`config.mk`:
```
export PLATFORM = sky130hd
export DESIGN_NAME = reg_watch_monitor
export DESIGN_NICKNAME = d
export VERILOG_FILES = /design/src/rtl/reg_watch_monitor.sv
export SDC_FILE = /design/constraint.sdc
export NUM_CORES = 1
export LEC_CHECK = 0
export CORE_MARGIN = 4
export CORE_UTILIZATION = 41
export CTS_CLUSTER_DIAMETER = 30
export DETAILED_ROUTE_END_ITERATION = 12
export GPL_TIMING_DRIVEN = 0
export PLACE_DENSITY_LB_ADDON = 0.3
export SETUP_SLACK_MARGIN = 0.1
export SLEW_MARGIN = 20
export SYNTH_ARGS = -nofsm -noshare
export SYNTH_HDL_FRONTEND = slang
export SYNTH_SLANG_ARGS = --single-unit
```
`constraint.sdc`:
```
create_clock -name clk -period 2.3 [get_ports clk]
set_clock_uncertainty 0.15 [all_clocks]
set_input_delay 0.23 -clock clk [delete_from_list [all_inputs] [get_ports clk]]
set_output_delay 0.23 -clock clk [all_outputs]
set_load 0.01 [all_outputs]
```
`src/rtl/reg_watch_monitor.sv`:
```
// reg_watch_monitor: snoops the register-file writeback port and waits for a
// programmable set of (register, masked value) matches. Matches may be ordered
// or in any order. An optional cycle timeout ends the wait, and pass/fail are sticky.
module reg_watch_monitor #(
  parameter int NUM_CH = 4,
  parameter int XLEN   = 32,
  parameter int TMO_W  = 16,
  localparam int CH_W  = (NUM_CH > 1) ? $clog2(NUM_CH) : 1
) (
  input  logic              clk,
  input  logic              rst,
  input  logic              wb_en,
  input  logic [4:0]        wb_addr,
  input  logic [XLEN-1:0]   wb_data,
  input  logic              cfg_we,
  input  logic [CH_W-1:0]   cfg_ch,
  input  logic [4:0]        cfg_reg,
  input  logic [XLEN-1:0]   cfg_val,
  input  logic [XLEN-1:0]   cfg_mask,
  input  logic              cfg_en,
  input  logic              ordered,
  input  logic [TMO_W-1:0]  tmo_limit,
  input  logic              arm,
  input  logic              clear,
  output logic [NUM_CH-1:0] ch_hit,
  output logic              busy,
  output logic              done,
  output logic              pass,
  output logic              timeout,
  output logic [TMO_W-1:0]  cycles
);

  typedef enum logic [1:0] {
    S_IDLE = 2'd0,
    S_RUN  = 2'd1,
    S_PASS = 2'd2,
    S_FAIL = 2'd3
  } state_t;

  state_t            r_state;
  state_t            w_state_nxt;

  // Per-channel watch configuration
  logic [4:0]        r_cfg_reg  [NUM_CH];
  logic [XLEN-1:0]   r_cfg_val  [NUM_CH];
  logic [XLEN-1:0]   r_cfg_mask [NUM_CH];
  logic [NUM_CH-1:0] r_cfg_en;

  // Run-time state captured at arm, plus progress
  logic              r_ordered;
  logic [TMO_W-1:0]  r_tmo_limit;
  logic [NUM_CH-1:0] r_hit;
  logic [TMO_W-1:0]  r_cycles;

  logic [NUM_CH-1:0] w_match;
  logic [NUM_CH-1:0] w_elig;
  logic              w_all_hit;
  logic              w_tmo_hit;

  // Channel configuration: writable only while idle, and only for channels that exist
  always_ff @(posedge clk or negedge rst) begin
    if (!rst) begin
      r_cfg_en <= '0;
      // NOTE: the config arrays are a few flops, not RAM, so resetting them is cheap;
      // it guarantees that no stale channel is armed after reset.
      for (int k = 0; k < NUM_CH; k++) begin
        r_cfg_reg[k]  <= '0;
        r_cfg_val[k]  <= '0;
        r_cfg_mask[k] <= '0;
      end
    end else if (cfg_we && (r_state == S_IDLE) && (int'(cfg_ch) < NUM_CH)) begin
      r_cfg_reg[cfg_ch]  <= cfg_reg;
      r_cfg_val[cfg_ch]  <= cfg_val;
      r_cfg_mask[cfg_ch] <= cfg_mask;
      r_cfg_en[cfg_ch]   <= cfg_en;
    end
  end

  // Raw per-channel match against the current writeback. Writes to x0 never count.
  always_comb begin
    // NOTE: assign the default before the loop so that every path drives every bit (no latch).
    w_match = '0;
    for (int k = 0; k < NUM_CH; k++) begin
      w_match[k] = (r_state == S_RUN) && wb_en && (wb_addr != 5'd0) && r_cfg_en[k] &&
                   (wb_addr == r_cfg_reg[k]) &&
                   (((wb_data ^ r_cfg_val[k]) & r_cfg_mask[k]) == '0);
    end
  end

  // Eligibility: in ordered mode a channel waits until every enabled lower channel has hit
  always_comb begin
    logic prior_ok;
    prior_ok = 1'b1;
    w_elig   = '0;
    for (int k = 0; k < NUM_CH; k++) begin
      w_elig[k] = !r_ordered || prior_ok;
      prior_ok  = prior_ok && (!r_cfg_en[k] || r_hit[k]);
    end
  end

  assign w_all_hit = &(r_hit | ~r_cfg_en);
  assign w_tmo_hit = (r_tmo_limit != '0) && (r_cycles == r_tmo_limit);

  // State register
  always_ff @(posedge clk or negedge rst) begin
    if (!rst) begin
      // NOTE: sequential state uses non-blocking assignments, so every flop samples pre-edge values.
      r_state <= S_IDLE;
    end else begin
      r_state <= w_state_nxt;
    end
  end

  // Next state: clear beats arm, and a completed set beats timeout on the same edge
  always_comb begin
    w_state_nxt = r_state;
    if (clear) begin
      w_state_nxt = S_IDLE;
    end else if (arm) begin
      w_state_nxt = S_RUN;
    end else if (r_state == S_RUN) begin
      if (w_all_hit) begin
        w_state_nxt = S_PASS;
      end else if (w_tmo_hit) begin
        w_state_nxt = S_FAIL;
      end
    end
  end

  // Hit flags, cycle counter and values sampled at arm
  always_ff @(posedge clk or negedge rst) begin
    if (!rst) begin
      r_ordered   <= 1'b0;
      r_tmo_limit <= '0;
      r_hit       <= '0;
      r_cycles    <= '0;
    end else if (clear) begin
      r_hit    <= '0;
      r_cycles <= '0;
    end else if (arm) begin
      r_ordered   <= ordered;
      r_tmo_limit <= tmo_limit;
      r_hit       <= '0;
      r_cycles    <= '0;
    end else if (r_state == S_RUN) begin
      r_hit <= r_hit | (w_match & w_elig);
      if ((w_state_nxt == S_RUN) && (r_cycles != '1)) begin
        r_cycles <= r_cycles + 1'b1;
      end
    end
  end

  assign ch_hit  = r_hit;
  assign busy    = (r_state == S_RUN);
  assign done    = (r_state == S_PASS) || (r_state == S_FAIL);
  assign pass    = (r_state == S_PASS);
  assign timeout = (r_state == S_FAIL);
  assign cycles  = r_cycles;

endmodule

```
==> flow_summary.ini <==
[routing]
wl_mm = 43.4
vias_per_cell = 5.56
drt_pass1_iterations = 5
via_count = 10100
wl_per_cell_um = 24.0
drc_errors = 0
drt_iter0_markers = 549
route.met3.wl_mm = 2.79
routed.top_layer = met4
drtAntennaViolNets = 0
drt-met1-wl_mm = 17.8
wl_met2_mm = 21.4

[critical_path]
end_kind = register
critical_path_class = reg -> reg
cp_max_fo = 10
cp-start-kind = register
r2r_cells = 8
worst-r2r-setup-slack_ps = -40
regToRegEndpoint = cycles[13]
arrival_ps = 2600
reg2reg_from = cycles[4]
required_ps = 2570

[floorplanning]
dieArea_sq_mm = 0.0381
chipHeight_um = 195
die_w_um = 195
row_count = 68
start_util_pct = 41.6
io_pins = 156
core_area_sq_mm = 0.0345

[global_routing]
antenna_found_initial = 0
grt_max_degree = 101
grt_util_all_layers_pct = 22.2
grt_pass1_wl_mm = 64.6
grt_pass1_vias = 10600
grt-ovfl-total = 0

[finish]
drive_above_1_share_pct = 39.7
final_cell_mix = dfrtp_1 (312), mux2_2 (297), clkdlybuf4s50_1 (149)
synthToLayoutAreaGrowth_pct = 38.8
stdcell_area_sq_mm = 0.0200
diodes = 0
final_common_cell = dfrtp_1
final_util_pct = 57.8
nets = 1426

[timing]
setup_slack_ps = -35.1
tightest_slew_ps = 699
setup_violations = 4
slew_headroom_pct = 53.4
fin_crit_ps = 2340
timing.fmax_ghz = 0.428
finalHoldViolCount = 0
finalCritPeriodShare_pct = 102
rsz0062_at_grt = true
tns_ps = -80.8
maxSlewViolCount = 0

[place]
gp_congestion = 0.835
dp_hpwl_mm = 29.7
port_buffers = 150
pre_cts_slack_ps = -687
placed_area_sq_mm = 0.0166

[yosys]
ys_warn_count = 0
syn-cell-area_sq_mm = 0.0144
synth_nets = 1173
ys_ff_latch = 319
synth_area_per_cell_sq_um = 13.8
yosysSeqAreaShare_pct = 55.5
netlist_instances = 1040
synth_cell_type_count = 42

[clock_network]
cts.reportedPaths.clkPinSlew_ps = 50
cts_buffers = 75
clockBufferDepth = 3
clock-root-buffer = clkbuf_16
cts_tree = built
clk_latency_ps = 590
htreeDepth = 3
clock_sinks = 319

[power]
power_leakage_nw = 8.36
max-vdd-ir-drop_mv = 0.791
p_per_area_mw_per_mm2 = 1120
power.total_mw = 22.4

[outcome]
status = finished, violations left
violations = setup timing

[hold_path]
hp-class = in -> async

[flow_run]
cap_violations = 0
## stage by stage
step | instances | hold slack, ps
2_1_floorplan | 1040 | -216
3_3_place_gp | 1645 | 337
3_5_place_dp | 1648 | 78.5
4_1_cts | 1798 | 77.1
5_1_grt | 1809 | 102
6_report | 1809 | 45.4
## power by group
group	internal, mW	total [mW]	switching, mW	leakage, nW
Combinational	1.84	3.44	1.60	3.21
Sequential	6.91	7.73	0.826	3.83
Clock	7.74	11.2	3.49	1.33
Total	16.5	22.4	5.92	8.36
## area by class of cell
| class | count | area, sq um |
|---|---|---|
| fill | 2732 | 14600 |
| multi-input combinational | 673 | 6480 |
| timing repair buffer | 176 | 1800 |
| tap | 455 | 569 |
| clock inverter | 47 | 686 |
| clock buffer | 91 | 2050 |
| sequential | 319 | 7990 |
| buffer | 46 | 375 |
| inverter | 2 | 7.51 |
## layer usage
layer | vias up | global-route usage, %
li1 | 4342 | -
met1 | 5194 | 28.4
met2 | 420 | 38.0
met3 | 106 | 4.57
met4 | 0 | 7.21
met5 | - | 0
## how the worst max path moves through the flow
| stage | from | endpoint | slack [ps] | cells past startpoint |
|---|---|---|---|---|
| 2_1_floorplan | cycles[1] | cycles[14] | 120 | 7 |
| 3_3_place_gp | rst | cycles[1] | -14400 | 1 |
| 3_5_place_dp | cfg_we | r_cfg_val[90] | -690 | 5 |
| 4_1_cts | cycles[6] | cycles[1] | -2 | 10 |
| 5_1_grt | cycles[3] | cycles[13] | -90 | 8 |
| 6_report | cycles[4] | cycles[13] | -40 | 8 |
## what timing repair did
action / CTS / global route
pin swaps: 12 / 15
hold buffers: 1 / 0
setup buffers: 9 / 11
cloned: 2 / 1
gates resized for setup: 109 / 43
hold endpoints to repair: 139 / 0
setup endpoints to repair: 259 / 232
## Yosys cell counts (all sizes together)
cell	number	area, sq um
a2111oi	3	32.5
a21oi	17	85.1
a221oi	4	35.0
a222oi	2	20.0
a22o	7	61.3
a22oi	51	383
and2	2	12.5
and3	2	12.5
and4	2	17.5
and4bb	1	16.3
buf	13	61.3
clkbuf	33	124
dfrtp	319	7980
ha	1	12.5
inv	2	7.51
mux2	297	3340
nand2	8	30.0
nand2b	2	12.5
nand3	8	40.0
nand3b	2	15.0
nand4	29	181
nor2	8	30.0
nor2b	6	37.5
nor3	7	40.0
nor3b	1	7.51
nor4	11	68.8
o2111ai	1	8.76
o21a	1	7.51
o21ai	5	25.0
o22ai	1	6.26
o31a	1	8.76
o31ai	12	90.1
or2	1	6.26
or3	4	25.0
or4	12	90.1
xnor2	20	175
xor2	144	1260
## worst max-delay path, cell delays in order (launching register included)
cell	delay [ps]
dfrtp_2	450
and4_1	230
buf_6	140
and4bb_4	220
or3_4	340
buf_6	140
clkbuf_16	170
o31ai_4	260
a21oi_2	70
## kinds of logic after synthesis
kind of cell / after synthesis / synth area share [%]
buffers and inverters: 48 / 1.34
AO/OA/AOI/OAI: 105 / 5.31
AND/OR/NAND/NOR: 106 / 4.47
XOR/XNOR: 164 / 9.99
flip-flops: 319 / 55.5
adder cells (fa/ha/maj): 1 / 0.0870
multiplexers: 297 / 23.3
(Power assumes the default switching activity.)
